[src/rtl/alu_control_seq_if.sv]
// Request/response bundle between the main decoder and the ALU control sequencer.
// The master side issues ALUOp/Funct requests; the slave side returns the decoded
// control code together with handshake and stall information.
interface alu_control_seq_if #(
  parameter int CTRL_W = 4
);
  logic              in_valid;
  logic [2:0]        ALUOp;
  logic [5:0]        Funct;
  logic              flush;
  logic              ready;
  logic              out_valid;
  logic [CTRL_W-1:0] alucontrol;
  logic              jr;
  logic              illegal;
  logic              stall;

  modport master (
    output in_valid, ALUOp, Funct, flush,
    input  ready, out_valid, alucontrol, jr, illegal, stall
  );

  modport slave (
    input  in_valid, ALUOp, Funct, flush,
    output ready, out_valid, alucontrol, jr, illegal, stall
  );
endinterface

[src/rtl/alu_control_seq.sv]
// Registered ALU control decoder with multi-cycle MUL/DIV sequencing.
// Single-cycle ops complete one cycle after accept. MUL/DIV hold the block
// busy (stalling the pipeline) until their cycle count runs out. A flush
// abandons an in-flight op without producing a result.
module alu_control_seq #(
  parameter int CTRL_W     = 4,
  parameter int MUL_CYCLES = 4,
  parameter int DIV_CYCLES = 8
) (
  input logic                 clk,
  input logic                 reset,
  alu_control_seq_if.slave    bus
);

  localparam int MAX_CYCLES = (MUL_CYCLES > DIV_CYCLES) ? MUL_CYCLES : DIV_CYCLES;
  localparam int CNT_W      = $clog2(MAX_CYCLES + 1);

  localparam logic [CTRL_W-1:0] C_ADD  = CTRL_W'(4'b0010);
  localparam logic [CTRL_W-1:0] C_SUB  = CTRL_W'(4'b0110);
  localparam logic [CTRL_W-1:0] C_AND  = CTRL_W'(4'b0000);
  localparam logic [CTRL_W-1:0] C_OR   = CTRL_W'(4'b0001);
  localparam logic [CTRL_W-1:0] C_NOR  = CTRL_W'(4'b1100);
  localparam logic [CTRL_W-1:0] C_SLT  = CTRL_W'(4'b0111);
  localparam logic [CTRL_W-1:0] C_SLTU = CTRL_W'(4'b0100);
  localparam logic [CTRL_W-1:0] C_SLL  = CTRL_W'(4'b0011);
  localparam logic [CTRL_W-1:0] C_SRL  = CTRL_W'(4'b1011);
  localparam logic [CTRL_W-1:0] C_MUL  = CTRL_W'(4'b1111);
  localparam logic [CTRL_W-1:0] C_DIV  = CTRL_W'(4'b1110);

  localparam logic [CNT_W-1:0] MUL_LOAD = CNT_W'(MUL_CYCLES - 1);
  localparam logic [CNT_W-1:0] DIV_LOAD = CNT_W'(DIV_CYCLES - 1);

  typedef enum logic {
    IDLE = 1'b0,
    BUSY = 1'b1
  } state_t;

  state_t            state_q, state_d;
  logic [CNT_W-1:0]  cnt_q, cnt_d;
  logic [CTRL_W-1:0] ctrl_q, ctrl_d;
  logic              jr_q, jr_d;
  logic              illegal_q, illegal_d;
  logic              outValid_q, outValid_d;

  logic [CTRL_W-1:0] decCtrl;
  logic              decJr;
  logic              decIllegal;
  logic              decLong;
  logic [CNT_W-1:0]  decLoad;
  logic              accept;

  // Combinational decode of the current request into control code, flags and op length
  always_comb begin
    decCtrl    = C_ADD;
    decJr      = 1'b0;
    decIllegal = 1'b0;
    decLong    = 1'b0;
    decLoad    = '0;
    unique case (bus.ALUOp)
      3'd0: decCtrl = C_ADD;
      3'd1: decCtrl = C_SUB;
      3'd3: decCtrl = C_AND;
      3'd4: decCtrl = C_OR;
      3'd2: begin
        unique case (bus.Funct)
          6'd32: decCtrl = C_ADD;
          6'd34: decCtrl = C_SUB;
          6'd36: decCtrl = C_AND;
          6'd37: decCtrl = C_OR;
          6'd39: decCtrl = C_NOR;
          6'd42: decCtrl = C_SLT;
          6'd41: decCtrl = C_SLTU;
          6'd0:  decCtrl = C_SLL;
          6'd2:  decCtrl = C_SRL;
          6'd24: begin
            decCtrl = C_MUL;
            decLong = 1'b1;
            decLoad = MUL_LOAD;
          end
          6'd26: begin
            decCtrl = C_DIV;
            decLong = 1'b1;
            decLoad = DIV_LOAD;
          end
          6'd8: begin
            decCtrl = C_AND;
            decJr   = 1'b1;
          end
          default: decIllegal = 1'b1;
        endcase
      end
      default: decIllegal = 1'b1;
    endcase
  end

  assign accept = bus.in_valid & (state_q == IDLE) & ~bus.flush;

  // Next-state logic: flush beats accept, and the busy counter retires MUL/DIV
  always_comb begin
    state_d    = state_q;
    cnt_d      = cnt_q;
    ctrl_d     = ctrl_q;
    jr_d       = jr_q;
    illegal_d  = illegal_q;
    outValid_d = 1'b0;
    unique case (state_q)
      IDLE: begin
        if (accept) begin
          ctrl_d    = decCtrl;
          jr_d      = decJr;
          illegal_d = decIllegal;
          if (decLong) begin
            state_d = BUSY;
            cnt_d   = decLoad;
          end else begin
            outValid_d = 1'b1;
          end
        end
      end
      BUSY: begin
        if (bus.flush) begin
          state_d = IDLE;
          cnt_d   = '0;
        end else if (cnt_q == CNT_W'(1)) begin
          state_d    = IDLE;
          cnt_d      = '0;
          outValid_d = 1'b1;
        end else begin
          cnt_d = cnt_q - CNT_W'(1);
        end
      end
      default: begin
        state_d = IDLE;
        cnt_d   = '0;
      end
    endcase
  end

  // State and output registers with synchronous reset
  always_ff @(posedge clk) begin
    if (reset) begin
      state_q    <= IDLE;
      cnt_q      <= '0;
      ctrl_q     <= '0;
      jr_q       <= 1'b0;
      illegal_q  <= 1'b0;
      outValid_q <= 1'b0;
    end else begin
      state_q    <= state_d;
      cnt_q      <= cnt_d;
      ctrl_q     <= ctrl_d;
      jr_q       <= jr_d;
      illegal_q  <= illegal_d;
      outValid_q <= outValid_d;
    end
  end

  assign bus.ready      = (state_q == IDLE);
  assign bus.stall      = (state_q == BUSY);
  assign bus.out_valid  = outValid_q;
  assign bus.alucontrol = ctrl_q;
  assign bus.jr         = jr_q;
  assign bus.illegal    = illegal_q;

endmodule

[src/flat_wrapper.sv]
// flat-port wrapper written by rule: the top's interface ports become plain ports
module alu_control_seq_flat 
#(
  parameter int CTRL_W     = 4,
  parameter int MUL_CYCLES = 4,
  parameter int DIV_CYCLES = 8
)
  (clk, reset, bus_in_valid, bus_ALUOp, bus_Funct, bus_flush, bus_ready, bus_out_valid, bus_alucontrol, bus_jr, bus_illegal, bus_stall);
  alu_control_seq_if #(.CTRL_W(CTRL_W)) bus_i ();
  input logic clk;
  input logic reset;
  input wire logic [$bits(bus_i.in_valid)-1:0] bus_in_valid;
  input wire logic [$bits(bus_i.ALUOp)-1:0] bus_ALUOp;
  input wire logic [$bits(bus_i.Funct)-1:0] bus_Funct;
  input wire logic [$bits(bus_i.flush)-1:0] bus_flush;
  output wire logic [$bits(bus_i.ready)-1:0] bus_ready;
  output wire logic [$bits(bus_i.out_valid)-1:0] bus_out_valid;
  output wire logic [$bits(bus_i.alucontrol)-1:0] bus_alucontrol;
  output wire logic [$bits(bus_i.jr)-1:0] bus_jr;
  output wire logic [$bits(bus_i.illegal)-1:0] bus_illegal;
  output wire logic [$bits(bus_i.stall)-1:0] bus_stall;
  assign bus_i.in_valid = bus_in_valid;
  assign bus_i.ALUOp = bus_ALUOp;
  assign bus_i.Funct = bus_Funct;
  assign bus_i.flush = bus_flush;
  assign bus_ready = bus_i.ready;
  assign bus_out_valid = bus_i.out_valid;
  assign bus_alucontrol = bus_i.alucontrol;
  assign bus_jr = bus_i.jr;
  assign bus_illegal = bus_i.illegal;
  assign bus_stall = bus_i.stall;
  alu_control_seq #(.CTRL_W(CTRL_W), .MUL_CYCLES(MUL_CYCLES), .DIV_CYCLES(DIV_CYCLES)) u_core (.clk(clk), .reset(reset), .bus(bus_i));
endmodule
[config.mk]
export PLATFORM = sky130hd
export DESIGN_NAME = alu_control_seq_flat
export DESIGN_NICKNAME = d
export VERILOG_FILES = /design/src/rtl/alu_control_seq_if.sv /design/src/rtl/alu_control_seq.sv /design/src/flat_wrapper.sv
export SDC_FILE = /design/constraint.sdc
export NUM_CORES = 1
export LEC_CHECK = 0
export BUFFER_PORTS_ARGS = -buffer_cell sky130_fd_sc_hd__buf_2
export CAP_MARGIN = 20
export CORE_AREA = 2 2 63 65
export DETAILED_ROUTE_END_ITERATION = 8
export DIE_AREA = 0 0 65 67
export PLACE_DENSITY = 0.39
export RECOVER_POWER = 25
export SLEW_MARGIN = 20
export SYNTH_ARGS = -nofsm -noshare
export SYNTH_HDL_FRONTEND = slang
export SYNTH_SLANG_ARGS = --single-unit
[constraint.sdc]
create_clock -name clk -period 2.4 [get_ports clk]
set_clock_uncertainty 0.1 [all_clocks]
set_input_delay 0.6 -clock clk [delete_from_list [all_inputs] [get_ports clk]]
set_output_delay 0.6 -clock clk [all_outputs]
set_load 0.03 [all_outputs]
# After elaboration in Yosys (flattened, before gate mapping)
# Cells that the tools add are included.
word_totals:
  register_bits: 12
  inputBits: 13
  output_inout_bits: 9
  wordCells: 62
classes:
  add_sub_neg: 1
  eq_ne: 18
  mux: 25
  bitwise_logic: 4
  n_reduce_logical: 8
ops:
  columns: ["operator", "n"]
  rows:
  - ["6-bit equality test (second input constant)", 7]
  - ["4-bit case mux with 10 select lines", 1]
  - ["4-bit 2-to-1 mux", 5]
  - ["4-bit case mux with 4 select lines", 1]
  - ["1-bit 2-to-1 mux", 13]
  - ["6-bit by 5-bit equality test with 1-bit output (second input constant)", 2]
  - ["12-bit OR reduction", 1]
  - ["4-bit case mux with 2 select lines", 1]
  - ["3-bit by 2-bit equality test with 1-bit output (second input constant)", 2]
  - ["6-bit by 2-bit equality test with 1-bit output (second input constant)", 1]
  - ["6-bit by 4-bit equality test with 1-bit output (second input constant)", 1]
  - ["6-bit zero test", 1]
  - ["1-bit case mux with 2 select lines", 3]
  - ["3-bit case mux with 2 select lines", 1]
  - ["4-bit by 1-bit equality test with 1-bit output (second input constant)", 1]
  - ["2-bit by 1-bit inequality test with 1-bit output (second input constant)", 2]
  - ["2-bit AND reduction", 2]
  - ["2-bit OR reduction", 2]
  - ["4-bit OR reduction", 1]
  - ["4-bit by 1-bit subtractor with 4-bit output (second input constant)", 1]
  - ["3-bit by 1-bit equality test with 1-bit output (second input constant)", 1]
  - ["3-bit equality test (second input constant)", 1]
  - ["3-bit zero test", 1]
  - ["1-bit AND", 2]
  - ["1-bit NOT", 2]

# Depth between registers and ports, before layout
# Gate-level depths: netlist (run 1).
logic_depth:
  depth_word: 7
  depth_mapped: 7
  mapped_depth_nobuf: 7

# Least setup slack after synthesis (run 1)
# No wires, ideal clock.
synth_timing:
  path_type: "input port to flip-flop"
  startpoint: "input bus_flush"
  endpoint: "register u_core.cnt_q[2]"
  setup_ns: 0.124
  arrival_ns: 1.624
  required_time_ns: 2.176
  setup_slack_ns: 0.551
  stages: 6
  path_buffers: 1
  cell_sequence: "or3b_1 > buf_6 > nor3_4 > a21oi_2 > o21ai_0 > o31ai_1"
synth_between:
  elab_chain_len: 4
  elab_cells_between_ends: 6
  classes_between: "eq/ne (1); mux (2); bitwise (2); reduce/logical (1)"
synth_rtl:
  columns: ["element", "line", "text"]
  rows:
  - ["start: declaration", "flat_wrapper.sv:15", "input wire logic [$bits(bus_i.flush)-1:0] bus_flush;"]
  - ["1-bit NOT", "alu_control_seq.sv:96", "assign accept = bus.in_valid & (state_q == IDLE) & ~bus.flush;"]
  - ["1-bit AND", "alu_control_seq.sv:96", null]
  - ["2-bit by 1-bit inequality test with 1-bit output (no line)", null, null]
  - ["2-bit AND reduction (no line)", null, null]
  - ["end signal: assignment", "alu_control_seq.sv:150", "cnt_q <= cnt_d;"]
  - ["end: declaration", "alu_control_seq.sv:39", "logic [CNT_W-1:0] cnt_q, cnt_d;"]
# Parallel ways exist; a longest one is shown, timed or not.
# A chain may end at the register's enable or synchronous reset.

# Worst setup path after layout (run 1)
# Same ends and word-level chain as after synthesis.

==> key figures, run 1 <==
Timing
  • Setup-failing EPs final: 0
  • Final Critical Period: between 1.5 and 2 ns
  • Slew margin rel.: 61.1%
  • Fmax: around 530 MHz
  • Hold slack: about 0.37 ns
  • Unrepaired setup endpoints after global routing: false
  • Max Transition Viols Final: 0
  • TNS Setup: 0 ns
  • Final setup margin: between 0.5 and 0.6 ns
  • Period utilization: 78.7%
  • Final hold vios: 0
  • Worst slew pin tran: roughly 0.6 ns

Status
  • Status: complete, no violations

Cells and area
  • Share of cells above drive strength 1: about 17%
  • Fillers: 412
  • Antenna diode count: 0
  • Final non-filler cell total: 181
  • Fin util: around 29%
  • Design area: approximately 1000 sq um
  • Area Overhead vs Synth: 18.6%
  • Nets: 150

Clock network
  • TritonCTS Buffers: 3
  • # Post-CTS Setup Buffers: 0
  • # clock sinks: 12
  • Hold buffers post-CTS: 0
  • Post-cts resize count: 0
  • CTS H-tree depth: 1
  • Root Buffer: clkbuf_8
  • CTS tree: done
  • Max clock buf depth: 2
  • Worst-path clk slew: roughly 0.050 ns
  • Latest clock arrival within the worst-skew pair: between 0.2 and 0.25 ns

Yosys
  • Sequential-to-total area share from yosys stat: between 20% and 30%
  • Distinct cells, synth: 40
  • Syn nets: between 100 and 150
  • Ys Warns: 0
  • Post-synthesis register bit count: 12
  • Synth Cell Area: roughly 870 sq um
  • Synth Area per Inst: about 7.5 sq um
  • Synthesized instance count: 116

Setup path
  • Crit path buf inv count: 1
  • Endpoint class of the critical path: flop
  • Crit path kind: in -> reg
  • R2R Setup Slk: between 0.5 and 0.6 ns
  • Slowest CP cell: or3b_1
  • CP delay by family, top: simple AND/OR/NAND/NOR gates
  • Setup crit start kind: input port
  • WP data arrival: around 1.9 ns
  • Required @ worst endpoint: about 2.4 ns
  • Largest stage delay, worst path: ~0.54 ns
  • Crit path max fanout: 10
  • Worst path cell trace: buf_2, or3b_1, nor3_4, a21oi_2, o21ai_0, o31ai_1

Place
  • Inst Count DP: 178
  • Port bufs: 21
  • Dpl ws: 0.246 ns
  • Hpwl dp: 1790 um
  • GP Congestion: roughly 0.80
  • Placed Area: about 1000 sq um

Power
  • PD cells: between 400 and 500 nW/um^2
  • VDD IR-drop max: 0.000131 V
  • Overall power: around 0.47 mW
  • Leak pwr: between 0.3 and 0.4 nW

Global routing
  • First-pass GRT wire length: 3990 um
  • Initial antenna violation count: 0
  • Vias in the first global route: between 800 and 900
  • GRT Util Overall: 11.9%
  • Largest net degree at the start of global routing: 16
  • Grt total ovfl: 0

Die
  • I/O pin count: 22
  • Rows: 22
  • Initial core utilization: between 20% and 30%
  • DIE AREA: ~4400 sq um
  • Die extent in x: roughly 65 um
  • Core area: 3610 sq um
  • Die height: 67 um

Routing
  • DR DRC count: 0
  • Total wire length: approximately 2300 um
  • Router iterations before antenna repair: 4
  • Total vias in the final route: 900
  • Antenna-violating nets left: 0
  • Mean number of vias per cell: roughly 5.0
  • WL/cell: around 13 um
  • DR iter-0 viols: 27

Hold path
  • Hold WC Path Type: reg -> reg

Flow run
  • Max-capacitance violation count: 0
[Yosys cell counts, drive strengths merged]
library cell	instances	area share, %
nor4bb	1	1.1
o41ai	1	1.9
o32a	1	1.3
and2	2	1.4
or2b	1	0.86
a22oi	1	0.86
nand2b	6	4.3
and3	1	0.72
o2111ai	1	1.0
ha	2	2.9
a31oi	7	5.0
or3b	2	2.0
o21a	1	0.86
o22ai	1	0.72
o31ai	2	1.7
xnor2	1	1.0
o21bai	1	0.86
a2bb2oi	1	1.0
dfxtp	12	28
nand4bb	1	1.3
nor2	17	7.3
a211oi	4	3.4
nor4	1	0.72
o21ai	6	3.4
buf	4	3.0
a32oi	1	1.0
inv	7	3.0
nor3b	3	2.6
nor2b	3	2.1
nand4	1	0.72
nand2	6	2.6
nand4b	1	1.0
nor3	7	5.3
a21oi	4	2.7
nand3	1	0.57
clkbuf	3	1.3
nand3b	1	0.86
[final timing paths]
kind	depth (start not counted)	start	endpoint
hold / removal	2	u_core.bus.jr	u_core.bus.jr
setup / recovery	6	bus_flush	u_core.cnt_q[2]
hold reg to reg	2	u_core.bus.jr	u_core.bus.jr
setup reg to reg	5	u_core.bus.stall	u_core.cnt_q[2]
[kinds of logic after synthesis]
kind of cell | Yosys count | share of synthesized area, %
buffers and inverters | 14 | 7.31
DFF | 12 | 27.5
and+or+nand+nor | 55 | 35.5
adders and majority gates | 2 | 2.86
xor gates and xnor gates | 1 | 1.00
AOI/OAI and AO/OA | 32 | 25.8
[tightest hold or removal path, delay by kind of cell, from the launching register on]
kind	cells	cell delay, ns
flops	1	0.31
compound gates	1	0.05
simple gates	1	0.05
[power by group]
| group | switching [mW] | total, mW | leakage, nW | internal (mW) |
|---|---|---|---|---|
| registers | 0.00172 | 0.205 | 0.0972 | 0.203 |
| logic | 0.0521 | 0.0811 | 0.255 | 0.0290 |
| clock network | 0.0703 | 0.181 | 0.0216 | 0.110 |
| total | 0.124 | 0.467 | 0.374 | 0.343 |
[sequential cells by signal, summed over array words and instances, names as in the netlist]
name and count:
u_core.bus.alucontrol 4, u_core.bus.stall 1, u_core.bus.jr 1, u_core.bus.out_valid 1
u_core.cnt_q 4, u_core.bus.illegal 1
[per-layer routing]
metal / vias up / wire length [um] / GRT usage (%)
met5: - / 0 / 0
met4: 0 / 29 / 6.38
met3: 2 / 78 / 2.20
met2: 21 / 1120 / 20.2
met1: 422 / 1040 / 14.2
li1: 455 / - / -
[area by class of cell]
cell class	instances	area, sq um	area share, %
sequential	12	240	23.2
inverter	7	26.3	2.54
timing repair buffer	21	98.8	9.54
tap	48	60.1	5.80
clock buffer	3	41.3	3.99
multi-input combinational	90	569	55.0
[cells in the final DEF, fill, tap and decap left out, drive strengths merged, types with 2 or more instances in the layout]
cell	Yosys	routed
nand2b	6	6
dfxtp	12	12
nor2b	3	3
a211oi	4	4
nor3	7	7
clkbuf	3	8
buf	4	16
o21ai	6	6
and2	2	2
o31ai	2	2
a31oi	7	7
nand2	6	6
a21oi	4	4
nor2	17	17
inv	7	7
ha	2	2
or3b	2	2
nor3b	3	3
Note: power is estimated with default switching activity, not from simulation.
==> run 2, diff against run 1 <==
- ABC_AREA: not set -> 1
- CORE_AREA: 2 2 63 65 -> 2 2 62 64
- DIE_AREA: 0 0 65 67 -> 0 0 64 66
- clock period: 2.4 -> 2 ns (I/O delays scaled with it)
==> key figures, run 2 <==
Status
  • Status: complete, no violations

Routing
  • Total wire length: 2130 um (-6.4%)
  • DR DRC count: 0 (unchanged)
  • DR iter-0 viols: 25 (-7.4%)
  • WL/cell: 10.1 um (-19%)
  • Max layer used: met4
  • Total vias in the final route: 933 (+3.7%)
  • Routed length on met1: 1070 um (+2.9%)
  • Mean number of vias per cell: 4.44 (-11%)
  • DR WL met2: 903 um (-20%)
  • Met3 routed WL: 113 um (+45%)
  • Router iterations before antenna repair: 4 (unchanged)
  • Antenna-violating nets left: 0 (unchanged)

Timing
  • Worst slew pin tran: 0.602 ns (+0.0199 ns)
  • Final Critical Period: between 1.5 and 2 ns
  • Hold slack: 0.373 ns (+0.00598 ns)
  • Fmax: 610 MHz
  • Final hold vios: 0 (unchanged)
  • TNS Setup: 0 ns (unchanged)
  • Period utilization: 82.0%
  • Unrepaired setup endpoints after global routing: false
  • Final setup margin: 0.360 ns (-0.151 ns)
  • Setup-failing EPs final: 0 (unchanged)
  • Slew margin rel.: 59.5% (-1.6 points)
  • Max Transition Viols Final: 0 (unchanged)

Setup path
  • Crit path max fanout: 7 (-3)
  • Required @ worst endpoint: 1.40 ns (-1.01 ns)
  • Worst Setup SP: u_core.bus.stall
  • Launch point of the worst reg-to-reg path: u_core.bus.stall
  • Endpoint class of the critical path: output pin
  • WP data arrival: 1.04 ns (-0.86 ns)
  • Crit path kind: reg -> out
  • Setup crit start kind: flop
  • R2r worst-path depth: 6 (+1)

Place
  • Hpwl dp: 1780 um (-0.64%)
  • GP Congestion: 0.820 (+2.1%)
  • Port bufs: 21 (unchanged)
  • Placed Area: 1010 sq um (+0.88%)
  • Dpl ws: 0.249 ns (+0.00334 ns)
  • Inst Count DP: 206 (+16%)

Yosys
  • Ys Warns: 0 (unchanged)
  • Synth area leader: dfxtp_1
  • Mux cell area share after synthesis: 0% (unchanged)
  • Number of synthesized flops with an enable pin: 0 (unchanged)
  • Area fraction in compound gates after synthesis: 13.9% (-12 points)
  • Synthesized instance count: 138 (+19%)
  • Largest family of logic cells by synthesized area: simple AND/OR/NAND/NOR gates
  • XOR/XNOR Fraction of Synth Area: 2.06% (+1.1 points)
  • Yosys top cell area share: 28.3% (+0.81 points)
  • Synth Cell Area: 848 sq um (-2.9%)
  • Most frequent cell after synthesis: nand2_1
  • Synth Area per Inst: 6.15 sq um (-18%)
  • Top post-synthesis cells by count: nand2_1, inv_1, nor2_1
  • Asr flop ratio synth: 0% (unchanged)
  • Post-Synth Simple-Gate Area: 42.2% (+6.7 points)
  • Sequential-to-total area share from yosys stat: 28.3% (+0.81 points)
  • Synth area leaders: dfxtp_1, nand2_1, nand3_1, inv_1, nor2_1
  • Top_reg_cell synth: dfxtp_1
  • Post-Synth Adder-Cell Area: 2.95% (+0.085 points)
  • Distinct cells, synth: 24 (-40%)
  • Post-synthesis register bit count: 12 (unchanged)
  • Syn nets: 153 (+17%)

Die
  • Rows: 22 (unchanged)
  • Initial core utilization: 23.9% (-0.33 points)
  • Die extent in x: 64 um (-1.5%)
  • Die height: 66 um (-1.5%)
  • I/O pin count: 22 (unchanged)
  • DIE AREA: 4220 sq um (-3.0%)
  • Core area: 3550 sq um (-1.5%)

Global routing
  • Largest net degree at the start of global routing: 9 (-7)
  • Grt total ovfl: 0 (unchanged)
  • GRT Util Overall: 11.2% (-0.68 points)
  • First-pass GRT wire length: 3710 um (-7.1%)
  • Vias in the first global route: 865 (-2.1%)
  • Initial antenna violation count: 0 (unchanged)

Hold path
  • Hold WC Path Type: reg -> reg
  • HP Start: u_core.bus.jr
  • Hold depth: 2 (unchanged)

Power
  • PD cells: 516 nW/um^2 (+15%)
  • Leak pwr: 0.540 nW (+44%)
  • Clock share of power: 36.3% (-2.4 points)
  • VDD IR-drop max: 0.000164 V (+25%)
  • Switching pwr: 0.149 mW (+20%)
  • Overall power: 0.533 mW (+14%)
  • Pint: 0.384 mW (+12%)
  • Sequential power share: 46.3% (+2.4 points)
  • Combinational Power Share: 17.4% (about the same)
  • Sw Share: 27.9% (+1.3 points)

Cells and area
  • Share of cells above drive strength 1: 22.2% (+4.9 points)
  • Design area: 1030 sq um (-0.36%)
  • Area Overhead vs Synth: 21.7%
  • Antenna diode count: 0 (unchanged)
  • Final non-filler cell total: 210 (+16%)
  • Fillers: 407 (-1.2%)
  • Fin util: 29.1% (+0.34 points)
  • Highest-count cells in the layout ignoring fill and taps: nand2_1, inv_1, nor2_1, buf_2, nand3_1
  • Nets: 178 (+19%)
  • Commonest non-fill, non-tap cell in the layout: nand2_1

Clock network
  • Root Buffer: clkbuf_4
  • Latest clock arrival within the worst-skew pair: 0.28 ns (+0.04 ns)
  • CTS H-tree depth: 1 (unchanged)
  • CTS tree: done
  • TritonCTS Buffers: 3 (unchanged)
  • # Post-CTS Setup Buffers: 0 (unchanged)
  • Hold buffers post-CTS: 0 (unchanged)
  • # clock sinks: 12 (unchanged)
  • Worst-path clk slew: 0.07 ns (+0.02 ns)
  • Max clock buf depth: 2 (unchanged)
  • Post-cts resize count: 0 (unchanged)

Flow run
  • Max-capacitance violation count: 0 (unchanged)
[run 2: cell count changes after synthesis, sizes merged, moves of 7 or more]
cell and delta:
nor2 +7, nand2 +22, a21oi +9, inv +16, nand3 +16
[run 2: power by group through the flow]
stage	logic, mW	clock network, mW	registers (mW)
final	0.0925	0.194	0.247
after global routing	0.105	0.222	0.247
after floorplan	0.0472	0	0.263
after CTS	0.0940	0.204	0.247
after detailed placement	0.0936	0	0.252
after global placement	0.0935	0	0.252
[run 2: worst paths after layout]
kind                      to  slack, ns
max                bus_ready       0.36
min reg2reg    u_core.bus.jr       0.37
max reg2reg  u_core.cnt_q[2]       0.43
min            u_core.bus.jr       0.37
[run 2: final cells by class]
cell class	count	area, sq um	share of cell area, %
Timing Repair Buffer	21	103	9.94
Inverter	23	86.3	8.36
Tap cell	48	60.1	5.82
Sequential cell	12	240	23.3
Multi-Input combinational cell	102	507	49.1
Clock buffer	4	36.3	3.52
[run 2: critical path, cell delays in order (launching register included)]
cell	delay, ns
dfxtp_1	0.47
inv_2	0.11
buf_2	0.19
[run 2: routing by layer]
layer	vias up	track usage, %
li1	495	-
met1	403	14.1
met2	31	18.2
met3	4	3.24
met4	0	4.08
met5	-	0
[run 2: cells by family after synthesis]
kind of cell / after synthesis
buffers and inverters: 24
AO/OA/AOI/OAI: 22
adder cells (fa/ha/maj): 2
flip-flops: 12
XOR/XNOR: 2
AND/OR/NAND/NOR: 76
==> run 3, diff against run 2 <==
- ABC_AREA: 1 -> 0
- CORE_AREA: 2 2 62 64 -> 2 2 63 65
- DIE_AREA: 0 0 64 66 -> 0 0 65 67
- clock period: 2 -> 1.55 ns (I/O delays scaled with it)
==> key figures, run 3 (synthesis gave the netlist of run 1 again) <==
Status
  • Status: complete, no violations

Die
  • Die extent in x: 65 um (+1.6%)
  • I/O pin count: 22 (unchanged)
  • Rows: 22 (unchanged)
  • DIE AREA: 4360 sq um (+3.1%)
  • Core area: 3610 sq um (+1.6%)
  • Die height: 67 um (+1.5%)
  • Initial core utilization: 24.2% (+0.33 points)

Timing
  • TNS Setup: 0 ns (unchanged)
  • Final Critical Period: 1.52 ns
  • Period utilization: a little over nine tenths
  • Slew margin rel.: 75.5% (+16 points)
  • Setup-failing EPs final: 0 (unchanged)
  • Fmax: 657 MHz
  • Max Transition Viols Final: 0 (unchanged)
  • Worst slew pin tran: 0.370 ns (-0.233 ns)
  • Unrepaired setup endpoints after global routing: true
  • Final hold vios: 0 (unchanged)

Cells and area
  • Commonest non-fill, non-tap cell in the layout: buf_4
  • Fillers: 400 (-1.7%)
  • Highest-count cells in the layout ignoring fill and taps: buf_4, nor2_1, buf_2, dfxtp_1
  • Sequential cell area: 244 sq um (+1.6%)
  • Share of cells above drive strength 1: 37.0% (+15 points)
  • Nets: 181 (+1.7%)
  • Antenna diode count: 0 (unchanged)
  • Area of the multi-input gates: 597 sq um (+18%)
  • Design area: 1310 sq um (+27%)
  • Area Overhead vs Synth: 50.1%

Setup path
  • Endpoint class of the critical path: flop
  • Crit path kind: reg -> reg
  • Crit path max fanout: 5 (-2)
  • WP data arrival: 1.55 ns (+0.51 ns)
  • Setup crit start kind: flop
  • Required @ worst endpoint: 1.57 ns (+0.17 ns)

Global routing
  • GRT Util Overall: 12.6% (+1.4 points)
  • Largest net degree at the start of global routing: 15 (+6)
  • First-pass GRT wire length: 4240 um (+15%)
  • Initial antenna violation count: 0 (unchanged)
  • Vias in the first global route: 978 (+13%)
  • Grt total ovfl: 0 (unchanged)

Clock network
  • # clock sinks: 12 (unchanged)
  • Max clock buf depth: 2 (unchanged)
  • TritonCTS Buffers: 3 (unchanged)
  • Hold buffers post-CTS: 0 (unchanged)
  • # Post-CTS Setup Buffers: 0 (unchanged)
  • Worst-path clk slew: 0.05 ns (-0.02 ns)
  • Root Buffer: clkbuf_8
  • Latest clock arrival within the worst-skew pair: 0.24 ns (-0.04 ns)
  • CTS H-tree depth: 1 (unchanged)
  • CTS tree: done

Routing
  • Router iterations before antenna repair: 3 (-1)
  • Total wire length: 2490 um (+17%)
  • WL/cell: 11.7 um (+16%)
  • DR iter-0 viols: 23 (-8.0%)
  • Mean number of vias per cell: 4.60 (+3.5%)
  • Antenna-violating nets left: 0 (unchanged)
  • DR DRC count: 0 (unchanged)
  • Total vias in the final route: 979 (+4.9%)

Place
  • Port bufs: 21 (unchanged)
  • GP Congestion: 0.791 (-3.6%)
  • Hpwl dp: 2100 um (+18%)
  • Placed Area: 1240 sq um (+23%)

Flow run
  • Max-capacitance violation count: 0 (unchanged)

Power
  • Leak pwr: 0.539 nW (-0.13%)
  • PD cells: 602 nW/um^2 (+17%)
  • VDD IR-drop max: 0.000220 V (+34%)

Hold path
  • Hold WC Path Type: in -> reg
run 3: cell types whose count changed in the layout (fill, tap and decap cells not counted), moves of 5 or more:
cell / delta
a21oi_1: -9
a31oi_1: +6
buf_4: +31
inv_1: -13
nand2_1: -20
nand2b_1: +6
nand3_1: -15
nor2_2: -5
run 3: critical path, cell delays in order, from the launching register on:
cell     delay, ns
dfxtp_4       0.34
or3b_4        0.40
nor3_4        0.24
a21oi_4       0.11
o21ai_2       0.14
o31ai_2       0.08
run 3: layer usage:
layer	vias up	track usage (%)	wire length, um
met1	443	13.3	1090
met5	-	0	0
met3	2	1.69	58
met2	13	24.7	1310
li1	521	-	-
met4	0	5.59	28
run 3: final timing paths:
kind / startpoint / cells past startpoint / endpoint / slack (ns)
setup / recovery: u_core.bus.stall / 5 / u_core.cnt_q[2] / 0.03
hold reg to reg: u_core.bus.jr / 2 / u_core.bus.jr / 0.36
hold / removal: bus_ALUOp[2] / 2 / u_core.bus.alucontrol[2] / 0.34
setup reg to reg: u_core.bus.stall / 5 / u_core.cnt_q[2] / 0.03
run 3: area by class of cell:
cell class                 instances  share of cell area, %
timing repair buffer              52                   25.9
inverter                           7                   2.00
multi-input combinational         90                   45.5
clock buffer                       4                   3.44
sequential                        12                   18.6
tap                               48                   4.58
run 3: per-stage QoR:
step                      setup slack, ns  hold slack [ns]  total power, mW  util [%]  std cells
after floorplan                   -0.0719            0.379            0.412         -        116
after global placement             -0.198            0.350            0.501      34.3        209
after detailed placement           -0.239            0.354            0.501      34.3        209
after CTS                         0.00261            0.343            0.803      35.6        213
after global routing              -0.0652            0.344            0.843      36.4        213
final                              0.0269            0.343            0.789      36.4        213
run 3: timing repair:
item,CTS,global route
hold endpoints to repair,0,0
cloned,0,0
gates resized for setup,1,8
pin swaps,0,3
setup endpoints to repair,3,4
run 3: report_power, final:
| group | internal, mW | total, mW | switching (mW) |
|---|---|---|---|
| combinational | 0.0877 | 0.179 | 0.0912 |
| sequential | 0.313 | 0.316 | 0.00277 |
| clock | 0.181 | 0.294 | 0.113 |
